$ cat src/rtl/mul_operand_feeder.sv
// rtl/mul_operand_feeder.sv - operand-pair queue and sequencer feeding a shift-add multiplier controller (optional FEEDER_TIMEOUT_EN done-wait timeout)
module mul_operand_feeder #(
    parameter int FIFO_DEPTH     = 4,
    parameter int TIMEOUT_CYCLES = 70000
) (
    input  logic        clk,
    input  logic        rst,
    input  logic        in_valid,
    output logic        in_ready,
    input  logic [15:0] in_a,
    input  logic [15:0] in_b,
    output logic        start,
    output logic [15:0] data_in,
    input  logic        done,
    input  logic [15:0] y_in,
    output logic        out_valid,
    input  logic        out_ready,
    output logic [15:0] out_y,
    output logic        out_err
);

    localparam int AW = (FIFO_DEPTH > 1) ? $clog2(FIFO_DEPTH) : 1;
    localparam int CW = AW + 1;

    typedef enum logic [2:0] {
        S_IDLE,
        S_START,
        S_LOAD_A,
        S_LOAD_B,
        S_WAIT,
        S_RESULT
    } state_t;

    state_t        state;
    logic [15:0]   mem_a [FIFO_DEPTH];
    logic [15:0]   mem_b [FIFO_DEPTH];
    logic [AW-1:0] wr_ptr;
    logic [AW-1:0] rd_ptr;
    logic [CW-1:0] count;
    logic [15:0]   op_a;
    logic [15:0]   op_b;
    logic          push;
    logic          pop;

    // Fullness comes only from the registered count, so a same-cycle pop never
    // widens the acceptance window; the queue depth is the hard limit.
    assign in_ready = (count != CW'(FIFO_DEPTH));
    assign push     = in_valid && in_ready;
    assign pop      = (state == S_IDLE) && (count != '0);

`ifdef FEEDER_TIMEOUT_EN
    localparam int TW = $clog2(TIMEOUT_CYCLES + 1);
    logic [TW-1:0] wait_cnt;
`else
    assign out_err = 1'b0;
`endif

    // Operand-pair queue: pointers wrap naturally because the depth is a power of two.
    always_ff @(posedge clk) begin
        if (rst) begin
            wr_ptr <= '0;
            rd_ptr <= '0;
            count  <= '0;
        end else begin
            if (push) begin
                mem_a[wr_ptr] <= in_a;
                mem_b[wr_ptr] <= in_b;
                wr_ptr        <= wr_ptr + 1'b1;
            end
            if (pop) begin
                rd_ptr <= rd_ptr + 1'b1;
            end
            count <= count + CW'(push) - CW'(pop);
        end
    end

    // Sequencer: every output is registered and set on the transition into the state that owns it.
    always_ff @(posedge clk) begin
        if (rst) begin
            state     <= S_IDLE;
            start     <= 1'b0;
            data_in   <= '0;
            out_valid <= 1'b0;
            out_y     <= '0;
            op_a      <= '0;
            op_b      <= '0;
`ifdef FEEDER_TIMEOUT_EN
            out_err   <= 1'b0;
            wait_cnt  <= '0;
`endif
        end else begin
            start   <= 1'b0;
            data_in <= '0;
            case (state)
                S_IDLE: begin
                    if (pop) begin
                        op_a  <= mem_a[rd_ptr];
                        op_b  <= mem_b[rd_ptr];
                        start <= 1'b1;
                        state <= S_START;
                    end
                end
                S_START: begin
                    data_in <= op_a;
                    state   <= S_LOAD_A;
                end
                S_LOAD_A: begin
                    data_in <= op_b;
                    state   <= S_LOAD_B;
                end
                S_LOAD_B: begin
`ifdef FEEDER_TIMEOUT_EN
                    wait_cnt <= '0;
`endif
                    state <= S_WAIT;
                end
                S_WAIT: begin
                    if (done) begin
                        out_y     <= y_in;
                        out_valid <= 1'b1;
`ifdef FEEDER_TIMEOUT_EN
                        out_err   <= 1'b0;
`endif
                        state     <= S_RESULT;
                    end
`ifdef FEEDER_TIMEOUT_EN
                    else if (wait_cnt == TW'(TIMEOUT_CYCLES - 1)) begin
                        out_y     <= '0;
                        out_err   <= 1'b1;
                        out_valid <= 1'b1;
                        state     <= S_RESULT;
                    end else begin
                        wait_cnt <= wait_cnt + 1'b1;
                    end
`endif
                end
                S_RESULT: begin
                    if (out_ready) begin
                        out_valid <= 1'b0;
                        state     <= S_IDLE;
                    end
                end
                default: begin
                    state <= S_IDLE;
                end
            endcase
        end
    end

endmodule

$ cat config.mk
export PLATFORM = sky130hd
export DESIGN_NAME = mul_operand_feeder
export DESIGN_NICKNAME = d
export VERILOG_FILES = /design/src/rtl/mul_operand_feeder.sv
export SDC_FILE = /design/constraint.sdc
export NUM_CORES = 1
export LEC_CHECK = 0
export BUFFER_PORTS_ARGS = -buffer_cell sky130_fd_sc_hd__buf_2
export CAP_MARGIN = 25
export CORE_ASPECT_RATIO = 1.75
export CORE_MARGIN = 2
export CORE_UTILIZATION = 35
export DETAILED_ROUTE_END_ITERATION = 10
export SYNTH_ARGS = -nofsm -noshare
export SYNTH_HDL_FRONTEND = slang
export SYNTH_SLANG_ARGS = --single-unit
$ cat constraint.sdc
create_clock -name clk -period 2.2 [get_ports clk]
set_input_delay 0.11 -clock clk [delete_from_list [all_inputs] [get_ports clk]]
set_output_delay 0.11 -clock clk [all_outputs]
set_load 0.05 [all_outputs]
# == Yosys cells after proc, flatten, opt, wreduce, memory -nomap -nowiden ==
# Memory sizes are Yosys's and may differ from the RTL's. A register that Yosys moved wholly into a read port is not among the register bits.
# Index checks and enable logic that the tools add are counted.
# totals
ff_bits,44
mem_bits_rw,128
input_bits,53
out_inout_bits,36
memories,2
# memory_table
name,words,word_bits,rd,rd_ports_with_merged_regs,write_ports,line,text
mem_a,4,16,1,1,1,35,logic [15:0] mem_a [FIFO_DEPTH];
mem_b,4,16,1,1,1,36,logic [15:0] mem_b [FIFO_DEPTH];
# classes
add_sub_neg,4
n_eq_ne,9
muxes,12
bitwise,1
reduce_logical,10
# op_table
cell,count
16-bit case mux with 2 select lines,1
3-bit case mux with 6 select lines,1
3-bit two-way mux,3
3-bit by 2-bit equality test with 1-bit output (second input constant),2
3-bit equality test (second input constant),2
1-bit two-way mux,6
2-bit != test (second input constant),3
3-bit AND reduction,2
2-bit by 1-bit adder with 2-bit output (second input constant),2
2-bit AND reduction,2
3-bit by 1-bit adder with 3-bit output,1
3-bit by 1-bit equality test with 1-bit output (second input constant),1
3-bit logical NOT,1
3-bit != test (second input constant),1
3-bit nonzero test,1
3-bit by 1-bit subtractor with 3-bit output,1
1-bit logical AND,2
1-bit case mux with 2 select lines,1
2-bit nonzero test,1
2-bit OR reduction,1
1-bit NOT,1

# == Longest topological paths before layout ==
# Gate-level depths: netlist (run 1).
# depth
word_depth,5
mapped_depth,12
ltp_nobuf,11

# == Worst setup path after synthesis (run 1) ==
# OpenSTA, ideal clock, no wires.
# synth_timing
path_kind,register -> register
startpoint,reg count[2]
endpoint,reg count[2]
arrival_time_ns,2.336
path_slack_ns,-0.214
path_stages_with_launch,12
synth_period_minus_slack_ns,2.414
cell_sequence,dfxtp_1 nor3b_1 inv_1 nand2_1 ha_1 inv_1 ha_1 inv_1 fa_1 xor2_1 and2_1 nor3_1
# synth_between
elab_chain_len,4
word_cells_on_any_way,6
# synth_rtl
element,line,text
start: declaration,39,logic [CW-1:0] count;
start signal: assignment,73,count <= count + CW'(push) - CW'(pop);
3-bit != test,47,assign in_ready = (count != CW'(FIFO_DEPTH));
net in_ready,9,"output logic in_ready,"
1-bit logical AND,48,assign push = in_valid && in_ready;
3-bit by 1-bit adder with 3-bit output,73,
3-bit by 1-bit subtractor with 3-bit output,73,
# The timed path passes the listed nets, and every way through them passes these cells.
# A chain may end at the register's enable or synchronous reset.

# == Worst setup path after layout (run 1) ==
# layout_timing
startpoint,reg state[2]
endpoint,reg count[2]
# layout_between
elab_chain_len,3
# layout_rtl
element,line,text
start: declaration,34,state_t state;
start signal: assignment,80,state <= S_IDLE;
start signal: assignment,100,state <= S_START;
start signal: assignment,105,state <= S_LOAD_A;
3-bit logical NOT,49,assign pop = (state == S_IDLE) && (count != '0);
1-bit logical AND,49,
net pop,43,logic pop;
3-bit by 1-bit subtractor with 3-bit output,73,
# The timed path passes the listed nets, and every way through them passes these cells.

==> run summary, run 1 <==
### Global route
* GR Layer Usage met1: 0.155
* global-route wire length before repair: 24700 um
* M3 GR Usage: 0.0192
* number of global-route vias before repair: 4769
* number of antenna violations at the first check in global routing: 0
* GRT Max-Usage Layer: met2
* overflow left after global routing: 0
* GRT met2 Usage: 0.260
* total global routing track utilization: 0.137
* largest net degree at the start of global routing: 62

### Routing
* via density per instance: 4.84
* DRT antenna net count: 0
* via count: 4639
* DRC violation count after routing: 0
* Initial DRT Pass Iterations: 4
* routed wire length per instance: 16.4 um
* first-iteration detailed-routing DRC count: 300
* Detailed Route WL: 15700 um

### Worst setup path
* FF-to-FF path depth: 10
* critical path data arrival time: 2570 ps
* CP startpoint kind: flop
* maximum fanout along the worst path: 2
* CP max stage delay: 410 ps
* endpoint class of the critical path: flop
* critical setup path kind: flop to flop
* Crit path required time: 2590 ps
* cell with the largest stage delay on the worst path: or3_4
* CP Cell Sequence: or3_4 > nor2_4 > ha_1 > inv_1 > ha_1 > inv_1 > fa_2 > xor2_2 > and2_1 > nor3_2

### Final layout
* layout cells sized above 1: 0.275
* layout filler cell count: 1898
* diode count: 0
* Syn-to-layout area delta: 26.3%
* commonest non-fill, non-tap cells in the layout: edfxtp_1, buf_2, dfxtp_1
* final net count: 714
* most common library cell in the layout ignoring fill and taps: edfxtp_1

### Power and ir drop
* relative contribution of combinational cells to total power: 0.288
* relative contribution of the clock network to total power: 0.277
* net switching share of the total power: 0.309
* static leakage: 3.36 nW
* areal power density over the cells: 1170 nW/um^2
* switching power: 3.45 mW
* share of total power in sequential cells: 0.435
* Final Total Pwr: 11.2 mW
* internal power consumption: 7.71 mW
* largest vdd supply drop: 0.537 mV

### Die
* initial standard-cell utilization of the core: 0.354
* number of top-level pins: 89
* overall die area: 22900 um^2
* vertical extent of the die: 199 um
* floorplan row count: 71
* core outline area: 21400 um^2
* die boundary width: 115 um

### Yosys
* Mapped Cells: 519
* Post-Syn Area per Cell: 14.6 um^2
* area share of the largest cell type after synthesis: 0.508
* post-synthesis cell type count: 36
* Post-Syn Area: 7570 um^2
* #FFs+latches synth: 204
* number of enable-type register cells in the synthesized netlist: 128
* primary flip-flop cell chosen by synthesis mapping: edfxtp_1
* top cells by area in the synthesized netlist: edfxtp_1, dfxtp_1, mux4_2
* biggest area consumer among synthesized cells: edfxtp_1
* Synthesis Warnings: 0
* post-synthesis async set-or-reset flop share: 0
* sequential fraction of the synthesis area: 0.709
* Synthesized Nets: 579

### Placed design
* gpl congestion: 0.771
* detailed-placement wirelength estimate: 10200 um
* count of buffers from port buffering: 87

### Timing
* Setup TNS Final: 0 ps
* number of max-slew violations in the final report: 0
* Max-slew headroom: 0.582
* unrepaired setup endpoints after global routing: true
* Hold Fails Final Rpt: 0
* min cycle time layout: 2180 ps
* slew of the pin with the lowest slew margin: 627 ps
* share of the cycle needed by the critical path after routing: 0.990
* Max Clock Skew: 10.6 ps
* number of endpoints failing setup at the final stage: 0
* highest clock frequency the design can meet: 459 MHz

### Clock network
* clock-pin transition on the worst setup and hold timing paths: 60 ps
* number of buffers created by CTS: 18
* TritonCTS clock tree: yes
* Clock Latency Late Sink: 480 ps
* H-tree lvl count: 1
* cell at the root of the clock tree: clkbuf_16
* number of clock sinks seen by CTS: 204
* Clock Tree Buf Depth: 3

### Hold path
* Hold Path Class: input pin to flop
* Hold Path Depth: 4

### Job
* Max-cap violations: 0

### Status
* run status: completed

==> synthesized netlist by cell type (all sizes together), types with 3 or more instances <==
master / number
a21oi: 51
mux4: 32
inv: 7
clkbuf: 29
dfxtp: 76
or3: 3
a22oi: 16
ha: 6
and2: 5
nand2: 36
buf: 13
nor2b: 4
nand3: 34
nor3: 5
edfxtp: 128
nor2: 21
o21ai: 37
==> through the flow <==
| step | worst slack, ps | utilization | hold slack, ps | cell area (um^2) | cells |
|---|---|---|---|---|---|
| after CTS | 12.9 | 0.445 | 88.8 | 9520 | 956 |
| final | 21.1 | 0.447 | 103 | 9560 | 958 |
| after floorplan | 4.88 | - | 209 | 7600 | 519 |
| after global placement | 96.0 | 0.393 | 320 | 8420 | 873 |
| after global routing | -86.3 | 0.447 | 125 | 9560 | 958 |
| after detailed placement | -16.2 | 0.393 | 326 | 8420 | 873 |
==> state kept, by name, summed over array words and instances (netlist names) <==
signal	cells
mem_a	64
mem_b	64
data_in	16
op_a	16
op_b	16
out_y	16
count	3
state	3
rd_ptr	2
wr_ptr	2
out_valid	1
start	1
==> cells by family (layout without fill, tap and decap cells) <==
| kind of cell | after synthesis | in the layout | share of synthesized area |
|---|---|---|---|
| muxes | 32 | 32 | 0.0952 |
| adders and majority gates | 7 | 7 | 0.0126 |
| other | 1 | 1 | 0.000495 |
| buffers and inverters | 49 | 196 | 0.0279 |
| xor gates and xnor gates | 1 | 1 | 0.00116 |
| and+or+nand+nor | 114 | 114 | 0.0719 |
| DFF | 204 | 204 | 0.709 |
| AOI/OAI and AO/OA | 111 | 111 | 0.0818 |
==> metal layers <==
metal	vias to the layer above	share of wire
met3	21	0.038
met1	2305	0.38
met5	-	0
li1	2213	-
met4	0	0.021
met2	100	0.56
==> repair_timing <==
item / 4_1_cts / 5_1_grt
pin swaps: 0 / 0
buffers inserted: 1 / 0
endpoints found under the hold margin: 148 / 0
resized for setup: 2 / 5
endpoints found under the setup margin: 1 / 1
hold buffers: 50 / 0
==> final timing paths <==
check | start | endpoint | slack [ps]
setup / recovery | state[2] | count[2] | 20
hold / removal | done | state[0] | 100
setup reg to reg | state[2] | count[2] | 20
hold reg to reg | out_y[10] | out_y[10] | 450
==> area by class of cell <==
class	count	area [um^2]	share of cell area
multi-input cells	266	2050	0.214
flip-flops and latches	204	5370	0.562
repair buffers	157	1160	0.121
inverters	7	26.3	0.00275
well taps	292	365	0.0382
clock buffers	25	528	0.0552
clock inverters	7	61.3	0.00641
==> power groups by stage <==
| stage | clock network [mW] | logic, mW | registers, mW |
|---|---|---|---|
| global route | 3.31 | 3.54 | 4.90 |
| floorplan | 0 | 2.17 | 5.00 |
| finish | 3.09 | 3.21 | 4.85 |
| CTS | 3.17 | 3.21 | 4.84 |
| global placement | 0 | 3.05 | 4.90 |
| detailed placement | 0 | 3.11 | 4.92 |
==> worst max-delay path, delay by kind of cell, from the launching register on <==
kind,cells,cell delay [ps]
fa+ha+maj,3,710
buf+inv,2,120
simple gates,4,780
flops,1,320
xor+xnor,1,160
Power figures use the tool's default switching activity.
==> inputs of run 2 (changes only) <==
--- a/config.mk
+++ b/config.mk
@@ -9,8 +9,11 @@
 export CAP_MARGIN = 25
 export CORE_ASPECT_RATIO = 1.75
 export CORE_MARGIN = 2
-export CORE_UTILIZATION = 35
+export CORE_UTILIZATION = 45
+export CTS_BUF_LIST = sky130_fd_sc_hd__clkbuf_4 sky130_fd_sc_hd__clkbuf_8 sky130_fd_sc_hd__clkbuf_16
 export DETAILED_ROUTE_END_ITERATION = 10
+export PLACE_DENSITY = 0.67
 export SYNTH_ARGS = -nofsm -noshare
 export SYNTH_HDL_FRONTEND = slang
 export SYNTH_SLANG_ARGS = --single-unit
+export TNS_END_PERCENT = 20
==> run 2 against run 1 <==
Net effect: the run now ends with negative setup slack left; sequential power up 1%; count of clock-buffer cells in the layout is 2 lower; total power grew 1.3%; sequential cell count unchanged; critical path type unchanged; clock power grew 2%; critical path depth did not move; design area fell by 0.51%; combinational power barely moved; sequential share of layout area up 0.30 points; wire length is 6.1% lower.
==> run summary, run 2 (synthesis results as in run 1) <==
### Die
* vertical extent of the die: 176 um
* overall die area: 17900 um^2
* core outline area: 16400 um^2
* die boundary width: 102 um
* number of top-level pins: 89
* floorplan row count: 62
* initial standard-cell utilization of the core: 0.460

### Placed design
* count of buffers from port buffering: 87
* gpl congestion: 0.803
* detailed-placement wirelength estimate: 9380 um

### Timing
* highest clock frequency the design can meet: 452 MHz
* share of the cycle needed by the critical path after routing: 1.00
* min cycle time layout: 2210 ps
* slew of the pin with the lowest slew margin: 603 ps
* Hold Fails Final Rpt: 0
* Max-slew headroom: 0.598
* Max Clock Skew: 13.3 ps
* unrepaired setup endpoints after global routing: true
* Fin Hold WS: 94.1 ps
* crit path setup slack, layout: -10.2 ps
* number of max-slew violations in the final report: 0
* number of endpoints failing setup at the final stage: 1

### Global route
* total global routing track utilization: 0.168
* global-route wire length before repair: 23700 um
* largest net degree at the start of global routing: 62
* overflow left after global routing: 0
* number of global-route vias before repair: 4804
* number of antenna violations at the first check in global routing: 0

### Hold path
* Hold Path Class: input pin to flop

### Routing
* via density per instance: 5.22
* via count: 4650
* routed length on met2: 7810 um
* Detailed Route WL: 14700 um
* DRT antenna net count: 0
* DRC violation count after routing: 0
* first-iteration detailed-routing DRC count: 219
* routed wire length per instance: 16.6 um
* Met1 Routed Length: 5590 um
* Initial DRT Pass Iterations: 5
* top metal layer carrying routed signals: met4
* DR WL met3: 841 um

### Worst setup path
* most prevalent standard cell on the critical path: ha_4
* Critical path buffers and inverters: 2
* endpoint class of the critical path: flop
* maximum fanout along the worst path: 2
* CP startpoint kind: flop
* CP Cell Sequence: or3_4 > nor2_4 > ha_4 > inv_4 > ha_4 > inv_2 > fa_2 > xor2_2 > and2_1 > nor3_1
* cell with the largest stage delay on the worst path: or3_4
* CP max stage delay: 400 ps
* critical setup path kind: flop to flop
* critical path's top delay family: simple AND/OR/NAND/NOR gates
* critical path data arrival time: 2610 ps
* Crit path required time: 2600 ps

### Clock network
* Clock Tree Buf Depth: 3
* number of clock sinks seen by CTS: 204
* clock-pin transition on the worst setup and hold timing paths: 60 ps
* H-tree lvl count: 1
* TritonCTS clock tree: yes
* cell at the root of the clock tree: clkbuf_16
* Clock Latency Late Sink: 480 ps
* number of buffers created by CTS: 18

### Final layout
* final net count: 715
* Syn-to-layout area delta: 25.7%
* share of the core filled with cells in the final layout: 0.578
* layout cells sized above 1: 0.284
* largest registers ranked by flip-flop count: mem_a: 64 flops, mem_b: 64 flops
* diode count: 0
* commonest non-fill, non-tap cells in the layout: edfxtp_1, buf_2, dfxtp_1
* most common library cell in the layout ignoring fill and taps: edfxtp_1

### Power and ir drop
* areal power density over the cells: 1190 nW/um^2
* largest vdd supply drop: 0.652 mV
* static leakage: 3.36 nW

### Status
* violated checks: negative setup slack
* run status: finished, violations left

### Job
* Max-cap violations: 0

-- run 2: metal layers --
layer / track usage / vias to the layer above
li1: - / 2203
met1: 0.192 / 2268
met2: 0.310 / 142
met3: 0.0283 / 37
met4: 0.0606 / 0
met5: 0 / -
-- run 2: layout make-up --
cell class | count | area, um^2
Clock buffer | 23 | 505
Clock inverter | 8 | 88.8
Tap cell | 224 | 280
Sequential cell | 204 | 5370
Multi-Input combinational cell | 266 | 2070
Timing Repair Buffer | 158 | 1170
Inverter | 7 | 28.8
Fill cell | 1304 | 6930
-- run 2: worst register-to-register path: cells and delay by family (launching register included) --
| family | cells | cell delay (ps) |
|---|---|---|
| AND/OR/NAND/NOR | 4 | 850 |
| adder cells (fa/ha/maj) | 3 | 710 |
| flip-flops | 1 | 320 |
| XOR/XNOR | 1 | 160 |
| buffers and inverters | 2 | 90 |
-- run 2: what timing repair did --
action	4_1_cts	5_1_grt
setup endpoints to repair	1	1
pin swaps	0	6
setup buffers	1	1
hold buffers	50	0
gates resized for setup	2	11
endpoints found under the hold margin	148	0
-- run 2: power breakdown --
part,total [mW],internal [mW],leakage (nW),switching (mW)
Clock,3.15,1.86,0.293,1.29
Sequential,4.91,4.58,1.78,0.329
Combinational,3.24,1.38,1.28,1.86
Total,11.3,7.82,3.36,3.48
-- run 2: through the flow --
step / TNS, ps / std cells / setup slack, ps / power [mW] / instance area, um^2
after global placement: 0 / 805 / 113 / 7.92 / 8330
after floorplan: 0 / 519 / 4.88 / 7.17 / 7600
after global routing: -91.3 / 890 / -91.3 / 11.9 / 9510
after CTS: 0 / 889 / 1.12 / 11.3 / 9460
after detailed placement: -31.3 / 807 / -31.3 / 8.02 / 8350
final: -10.2 / 890 / -10.2 / 11.3 / 9510
-- run 2: path summary, 6_finish.rpt --
| check | startpoint | to | slack, ps | depth (start not counted) |
|---|---|---|---|---|
| worst max register to register | state[1] | count[2] | -10 | 10 |
| worst max-delay path | state[1] | count[2] | -10 | 10 |
| worst min-delay path | done | state[0] | 90 | 4 |
| worst min register to register | out_y[6] | out_y[6] | 460 | 2 |
